--- src/rtl/union_frame_loader_pkg.sv ---
// Shared types for the frame loader.
//
// A frame is a K+1 by J+1 grid of 3-bit {a,b,c} elements (3x4 = 36 bits).
// Row r of a frame occupies bits [r*12 +: 12]. Within a row, column J is
// the most significant element. Consumers may reinterpret a frame through
// my_packed_union_with_array_t, either element-wise or as flat 12-bit rows.
package union_frame_loader_pkg;

  localparam int J = 3;
  localparam int K = 2;

  typedef struct packed {
    logic a;
    logic b;
    logic c;
  } my_packed_struct_t;

  typedef my_packed_struct_t [K:0][J:0] frame_t;

  localparam int ELEM_W    = $bits(my_packed_struct_t);
  localparam int ROW_BITS  = (J + 1) * ELEM_W;
  localparam int FRAME_W   = $bits(frame_t);
  localparam int ROW_IDX_W = $clog2(K + 1);
  localparam int COL_IDX_W = $clog2(J + 1);

  typedef union packed {
    frame_t                     elems;
    logic [K:0][ROW_BITS-1:0]   rows;
  } my_packed_union_with_array_t;

  typedef enum logic [1:0] {
    EMPTY   = 2'd0,
    FILLING = 2'd1,
    FULL    = 2'd2
  } bank_state_e;

endpackage

--- src/rtl/union_frame_loader_fill.sv ---
// frame_fill_counter: write-position counter for one frame.
//
// Walks rows 0..K ascending and, within each row, columns J..0 descending.
// `last` flags the final position (row K, column 0); advancing from there
// returns to the start (row 0, column J). `clr` restarts the frame and
// takes priority over `adv`.
//
// Ports:
//   clk, rst  clock and synchronous active-high reset
//   clr       return to row 0, column J
//   adv       step to the next position
//   row, col  current write position
//   last      current position is the final element of the frame
module frame_fill_counter
  import union_frame_loader_pkg::*;
(
  input  logic                 clk,
  input  logic                 rst,
  input  logic                 clr,
  input  logic                 adv,
  output logic [ROW_IDX_W-1:0] row,
  output logic [COL_IDX_W-1:0] col,
  output logic                 last
);

  localparam logic [ROW_IDX_W-1:0] ROW_LAST  = ROW_IDX_W'(K);
  localparam logic [COL_IDX_W-1:0] COL_FIRST = COL_IDX_W'(J);

  logic [ROW_IDX_W-1:0] row_q, row_d;
  logic [COL_IDX_W-1:0] col_q, col_d;

  assign last = (row_q == ROW_LAST) && (col_q == '0);
  assign row  = row_q;
  assign col  = col_q;

  always_comb begin
    row_d = row_q;
    col_d = col_q;
    if (clr) begin
      row_d = '0;
      col_d = COL_FIRST;
    end else if (adv) begin
      if (col_q == '0) begin
        col_d = COL_FIRST;
        row_d = last ? '0 : row_q + 1'b1;
      end else begin
        col_d = col_q - 1'b1;
      end
    end
  end

  always_ff @(posedge clk) begin
    if (rst) begin
      row_q <= '0;
      col_q <= COL_FIRST;
    end else begin
      row_q <= row_d;
      col_q <= col_d;
    end
  end

endmodule

--- src/rtl/union_frame_loader.sv ---
// union_frame_loader: assembles a stream of 3-bit elements into whole
// frames held in two ping-pong banks and hands each completed frame to a
// consumer over a valid/ready handshake.
//
// Ports:
//   clk, rst   clock and synchronous active-high reset
//   in_valid   producer has an element on in_data
//   in_ready   loader can accept an element this cycle
//   in_data    element {a,b,c}
//   abort      drop the partially filled frame in the write bank
//   out_valid  the read bank holds a completed frame
//   out_ready  consumer takes the presented frame
//   out_frame  contents of the read bank
//   out_bank   index of the read bank
//   fill_row   row of the next write
//   fill_col   column of the next write
//   frame_cnt  frames delivered, wrapping
module union_frame_loader
  import union_frame_loader_pkg::*;
#(
  parameter int CNT_W = 8
) (
  input  logic                 clk,
  input  logic                 rst,
  input  logic                 in_valid,
  output logic                 in_ready,
  input  logic [ELEM_W-1:0]    in_data,
  input  logic                 abort,
  output logic                 out_valid,
  input  logic                 out_ready,
  output logic [FRAME_W-1:0]   out_frame,
  output logic                 out_bank,
  output logic [ROW_IDX_W-1:0] fill_row,
  output logic [COL_IDX_W-1:0] fill_col,
  output logic [CNT_W-1:0]     frame_cnt
);

  bank_state_e bank_st_q   [2];
  bank_state_e bank_st_d   [2];
  frame_t      bank_data_q [2];
  frame_t      bank_data_d [2];
  logic        wp_q, wp_d;
  logic        rp_q, rp_d;
  logic [CNT_W-1:0] frame_cnt_q, frame_cnt_d;

  logic accept;
  logic consume;
  logic fill_last;

  // in_ready is held low during reset so nothing is taken on that edge.
  assign in_ready  = !rst && !abort && (bank_st_q[wp_q] != FULL);
  assign accept    = in_valid && in_ready;
  assign out_valid = (bank_st_q[rp_q] == FULL);
  assign consume   = out_valid && out_ready;

  assign out_frame = bank_data_q[rp_q];
  assign out_bank  = rp_q;
  assign frame_cnt = frame_cnt_q;

  // Clearing on abort is harmless when the write bank is FULL: the
  // counter is already at its start position in that case.
  frame_fill_counter u_fill (
    .clk  (clk),
    .rst  (rst),
    .clr  (abort),
    .adv  (accept),
    .row  (fill_row),
    .col  (fill_col),
    .last (fill_last)
  );

  // Write and read sides never touch the same bank in one cycle: an accept
  // needs bank[wp] non-FULL while a consume needs bank[rp] FULL.
  always_comb begin
    bank_st_d   = bank_st_q;
    bank_data_d = bank_data_q;
    wp_d        = wp_q;
    rp_d        = rp_q;
    frame_cnt_d = frame_cnt_q;

    if (abort && (bank_st_q[wp_q] == FILLING)) begin
      bank_st_d[wp_q] = EMPTY;
    end

    if (accept) begin
      bank_data_d[wp_q][fill_row][fill_col] = my_packed_struct_t'(in_data);
      if (fill_last) begin
        bank_st_d[wp_q] = FULL;
        wp_d            = ~wp_q;
      end else begin
        bank_st_d[wp_q] = FILLING;
      end
    end

    if (consume) begin
      bank_st_d[rp_q] = EMPTY;
      rp_d            = ~rp_q;
      frame_cnt_d     = frame_cnt_q + 1'b1;
    end
  end

  always_ff @(posedge clk) begin
    if (rst) begin
      bank_st_q[0]   <= EMPTY;
      bank_st_q[1]   <= EMPTY;
      bank_data_q[0] <= '0;
      bank_data_q[1] <= '0;
      wp_q           <= 1'b0;
      rp_q           <= 1'b0;
      frame_cnt_q    <= '0;
    end else begin
      bank_st_q      <= bank_st_d;
      bank_data_q    <= bank_data_d;
      wp_q           <= wp_d;
      rp_q           <= rp_d;
      frame_cnt_q    <= frame_cnt_d;
    end
  end

endmodule
--- config.mk ---
export PLATFORM = sky130hd
export DESIGN_NAME = union_frame_loader
export DESIGN_NICKNAME = d
export VERILOG_FILES = /design/src/rtl/union_frame_loader_pkg.sv /design/src/rtl/union_frame_loader_fill.sv /design/src/rtl/union_frame_loader.sv
export SDC_FILE = /design/constraint.sdc
export NUM_CORES = 1
export LEC_CHECK = 0
export CAP_MARGIN = 15
export CORE_MARGIN = 1
export CORE_UTILIZATION = 50
export DETAILED_ROUTE_END_ITERATION = 16
export PLACE_DENSITY = 0.81
export SETUP_SLACK_MARGIN = 0.05
export SLEW_MARGIN = 30
export SYNTH_ARGS = -nofsm -noshare
export SYNTH_HDL_FRONTEND = slang
export SYNTH_SLANG_ARGS = --single-unit
--- constraint.sdc ---
create_clock -name clk -period 2.3 [get_ports clk]
set_clock_uncertainty 0.2 [all_clocks]
set_input_delay 0.46 -clock clk [delete_from_list [all_inputs] [get_ports clk]]
set_output_delay 0.46 -clock clk [all_outputs]
set_load 0.02 [all_outputs]
==> results <==
- The number of hold violations in the final report is 0.
- The master cell of the clock root buffer is sky130_fd_sc_hd__clkbuf_8.
- The sum of overflow across all layers after global routing is 0.
- The flow ran to the end, and the final reports show no timing, DRC or antenna violations.
- Setup total negative slack on the finished layout was measured at 0 ps.
- The worst register-to-register path has a depth of 6.
- The static leakage power is 1.93 nW.
- The biggest area consumer among synthesized cells is sky130_fd_sc_hd__dfxtp_1.
- After synthesis, the mean cell area works out to 10.7 um^2.
- The area growth from synthesis to layout is 27.0%.
- The minimum period implied by the final worst setup slack is 2240 ps.
- The DRC violations left is 0.
- The synthesized net count is 427.
- The total inserted antenna cells is 0.
- The class of the tightest hold or removal check is register to register.
- The worst endpoint required time is 1640 ps.
- The largest net degree at the start of global routing is 60.
- The maximum VDD drop is 357 uV.
- The core region is 8380 um^2.
- In the layout the commonest cells are sky130_fd_sc_hd__dfxtp_1 (89), sky130_fd_sc_hd__nor2_1 (84), sky130_fd_sc_hd__mux2i_1 (74).
- Dividing the final minimum period by the clock period gives 0.973.
- The nature of the critical path startpoint is a register.
- The final count of pins violating max slew is 0.
- The cell row count is 33.
- 59 I/O pins were placed.
- The starting DRC count in detailed routing is 183.
- The initial utilization of the core area, before any placement, comes to 0.529.
- The overall routed net length is 9760 um.
- The total number of vias is 3318.
- The floorplan step defined a die boundary enclosing 9250 um^2.
- The number of antenna violations at the first check in global routing is 0.
- Once detail routing completed, the nets flagged for antenna violations numbered 0.
- The detailed-placement wirelength estimate is 6560 um.
- The vertical die dimension is 96.2 um.
- The worst setup path is captured at an output pin.
- Port buffering added 58 buffers.
- The count of yosys warnings during synthesis is 0.
- The total routing resource utilization after global routing is 0.225.
- By area the synthesized netlist is led by sky130_fd_sc_hd__dfxtp_1 (41%), sky130_fd_sc_hd__mux2i_1 (17%), sky130_fd_sc_hd__nor4_4 (11%).
- The critical path data arrival time is 1580 ps.
- The H-tree was split into 3 levels.
- The synthesized netlist occupies a cell area of 4440 um^2.
- Along the worst hold path, the cell count comes to 2.
- The share of cells above drive strength 1 is 0.339.
- The post-synthesis instance total is 414.
- The max capacitance violation total is 0.
- Static timing analysis puts the maximum clock frequency at 447 MHz.
- At the end of the flow, the number of nets in the layout was 515.
- The minimum setup slack in the final design is 62.2 ps.
- The transition time at the pin with the least slew margin is 625 ps.
- The share of synthesized area in the top cell type comes to 0.406.
- The number of inserted filler cells in the final layout is 651.
- The maximum number of buffers from clock root to sink is 2.
- The clock-pin slew on the worst setup and hold paths is 90 ps.
- Setup violations remaining at the end of the flow were counted as 0.
- The final total power is 2.81 mW.
- The global-route wire length before repair is 15900 um.
- Hold repair after CTS inserted 0 buffers.
- The library cell used most frequently in the layout, excluding fill and tap cells, is sky130_fd_sc_hd__dfxtp_1.
- The final routed wire length divided by cell count is 15.9 um.
- The netlist uses 40 different library cells.
- The number of iterations in the first detailed-routing pass is 4.
- The kind of critical path is register to output pin.
- Measured against its own limit, the worst slew margin works out to 0.584.
- After routing the design area is 5630 um^2.
- The ratio of total power to cell area is 499 nW/um^2.
- Prior to clock tree synthesis, the placed netlist has a worst setup slack of -443 ps.
- The number of flip-flops and latches in the synthesized netlist is 90.
- The share of the Yosys chip area taken by registers is 0.406.
- The worst-skew pair later-pin latency is 360 ps.
- The total CTS buffers is 9.
- After detailed routing, the number of vias per cell comes to 5.42.
- Setup repair after global routing could not meet its margin everywhere.
- TritonCTS built the clock tree.
- The number of global-route vias before repair is 3206.
- The maximum net fanout on the critical path is 15.
- The post-place instance area is 5390 um^2.
- The placer congestion estimate is 0.828.
- The clock sink count is 90.
- For this run, the share of the core covered by cells in the final layout is 0.672.
- From left edge to right edge, the die measures 96.2 um.
## Yosys cell counts
master	n
sky130_fd_sc_hd__nor3b_1	1
sky130_fd_sc_hd__buf_2	5
sky130_fd_sc_hd__nand4bb_1	1
sky130_fd_sc_hd__a21oi_1	7
sky130_fd_sc_hd__and3b_1	1
sky130_fd_sc_hd__mux2i_1	74
sky130_fd_sc_hd__a2111oi_0	2
sky130_fd_sc_hd__or4_1	1
sky130_fd_sc_hd__nand2_1	8
sky130_fd_sc_hd__a21boi_0	1
sky130_fd_sc_hd__buf_6	2
sky130_fd_sc_hd__nor2b_1	1
sky130_fd_sc_hd__buf_1	4
sky130_fd_sc_hd__nand4b_1	1
sky130_fd_sc_hd__o31a_1	1
sky130_fd_sc_hd__nand2b_1	4
sky130_fd_sc_hd__clkbuf_1	17
sky130_fd_sc_hd__nor3b_4	1
sky130_fd_sc_hd__nand3b_1	5
sky130_fd_sc_hd__nand4_1	2
sky130_fd_sc_hd__or3b_1	1
sky130_fd_sc_hd__a211oi_1	1
sky130_fd_sc_hd__nor4_2	2
sky130_fd_sc_hd__a211oi_2	1
sky130_fd_sc_hd__or4b_4	1
sky130_fd_sc_hd__inv_1	4
sky130_fd_sc_hd__nor2_1	84
sky130_fd_sc_hd__nor3_1	1
sky130_fd_sc_hd__mux2_2	37
sky130_fd_sc_hd__xnor2_1	5
sky130_fd_sc_hd__o21ai_0	3
sky130_fd_sc_hd__o21ba_2	1
sky130_fd_sc_hd__nor4_1	3
sky130_fd_sc_hd__dfxtp_1	90
sky130_fd_sc_hd__buf_4	2
sky130_fd_sc_hd__ha_1	5
sky130_fd_sc_hd__nand3_1	9
sky130_fd_sc_hd__nor4_4	22
sky130_fd_sc_hd__and2_1	1
sky130_fd_sc_hd__or4b_1	2
## cell families (layout without fill, tap and decap cells)
| family | count (synthesis) | after routing | synth area share |
|---|---|---|---|
| simple gates | 152 | 152 | 0.248 |
| xor+xnor | 5 | 5 | 0.00987 |
| mux | 111 | 111 | 0.261 |
| flops | 90 | 90 | 0.406 |
| compound gates | 17 | 17 | 0.0257 |
| buf+inv | 34 | 127 | 0.0353 |
| fa+ha+maj | 5 | 5 | 0.0141 |
## final timing paths
check,from,to,slack [ps]
min reg2reg,bank_data_q[57]$_SDFFE_PP0P_,bank_data_q[57]$_SDFFE_PP0P_,300
max reg2reg,bank_st_q[0]$_SDFF_PP0_,bank_data_q[61]$_SDFFE_PP0P_,160
max,out_bank$_SDFFE_PP0P_,out_frame[13],60
min,bank_data_q[57]$_SDFFE_PP0P_,bank_data_q[57]$_SDFFE_PP0P_,300
## worst max-delay path, cell delays in order, from the launching register on
cell and delay [ps]:
sky130_fd_sc_hd__dfxtp_4 420, sky130_fd_sc_hd__buf_12 160, sky130_fd_sc_hd__mux2_2 360, sky130_fd_sc_hd__clkdlybuf4s15_2 260
## where the power goes
group | leakage (nW) | internal [mW] | switching, mW
combinational | 1.10 | 0.0495 | 0.0889
clock | 0.102 | 0.514 | 0.596
sequential | 0.726 | 1.56 | 0.00336
## final cells by class
cell class              count  area (um^2)  share of cell area
inverters                   4         15.0             0.00267
well taps                 105          131              0.0233
clock buffers               9          124              0.0220
clock inverters             7         76.3              0.0136
multi-input cells         290         2490               0.442
flip-flops and latches     90         1810               0.321
repair buffers            107          992               0.176
## flip-flops by register name, indices dropped and copies added (netlist names)
| signal | count |
|---|---|
| frame_cnt | 8 |
| bank_st_q | 4 |
| out_bank | 1 |
| bank_data_q | 72 |
| u_fill.row | 2 |
| u_fill.col | 2 |
| wp_q | 1 |
## metal layers
layer | up-vias | global-route usage | part of all wire | routed length [um]
met5 | - | 0 | 0 | 0
met4 | 0 | 0.0833 | 0.012 | 117
met3 | 12 | 0.0442 | 0.051 | 502
met2 | 92 | 0.377 | 0.48 | 4720
met1 | 1588 | 0.286 | 0.45 | 4420
li1 | 1626 | - | - | -
## repair_timing
action,CTS,global route
resized for setup,113,10
gates cloned,1,0
setup endpoints to repair,91,33
setup buffers,1,0
pin swaps,1,1
## stage by stage
stage,hold slack (ps),std cells
after floorplan,254,414
after global placement,266,594
after detailed placement,281,594
after CTS,302,612
after global routing,322,612
final,297,612
No activity file was read; power rests on OpenSTA's default activity.
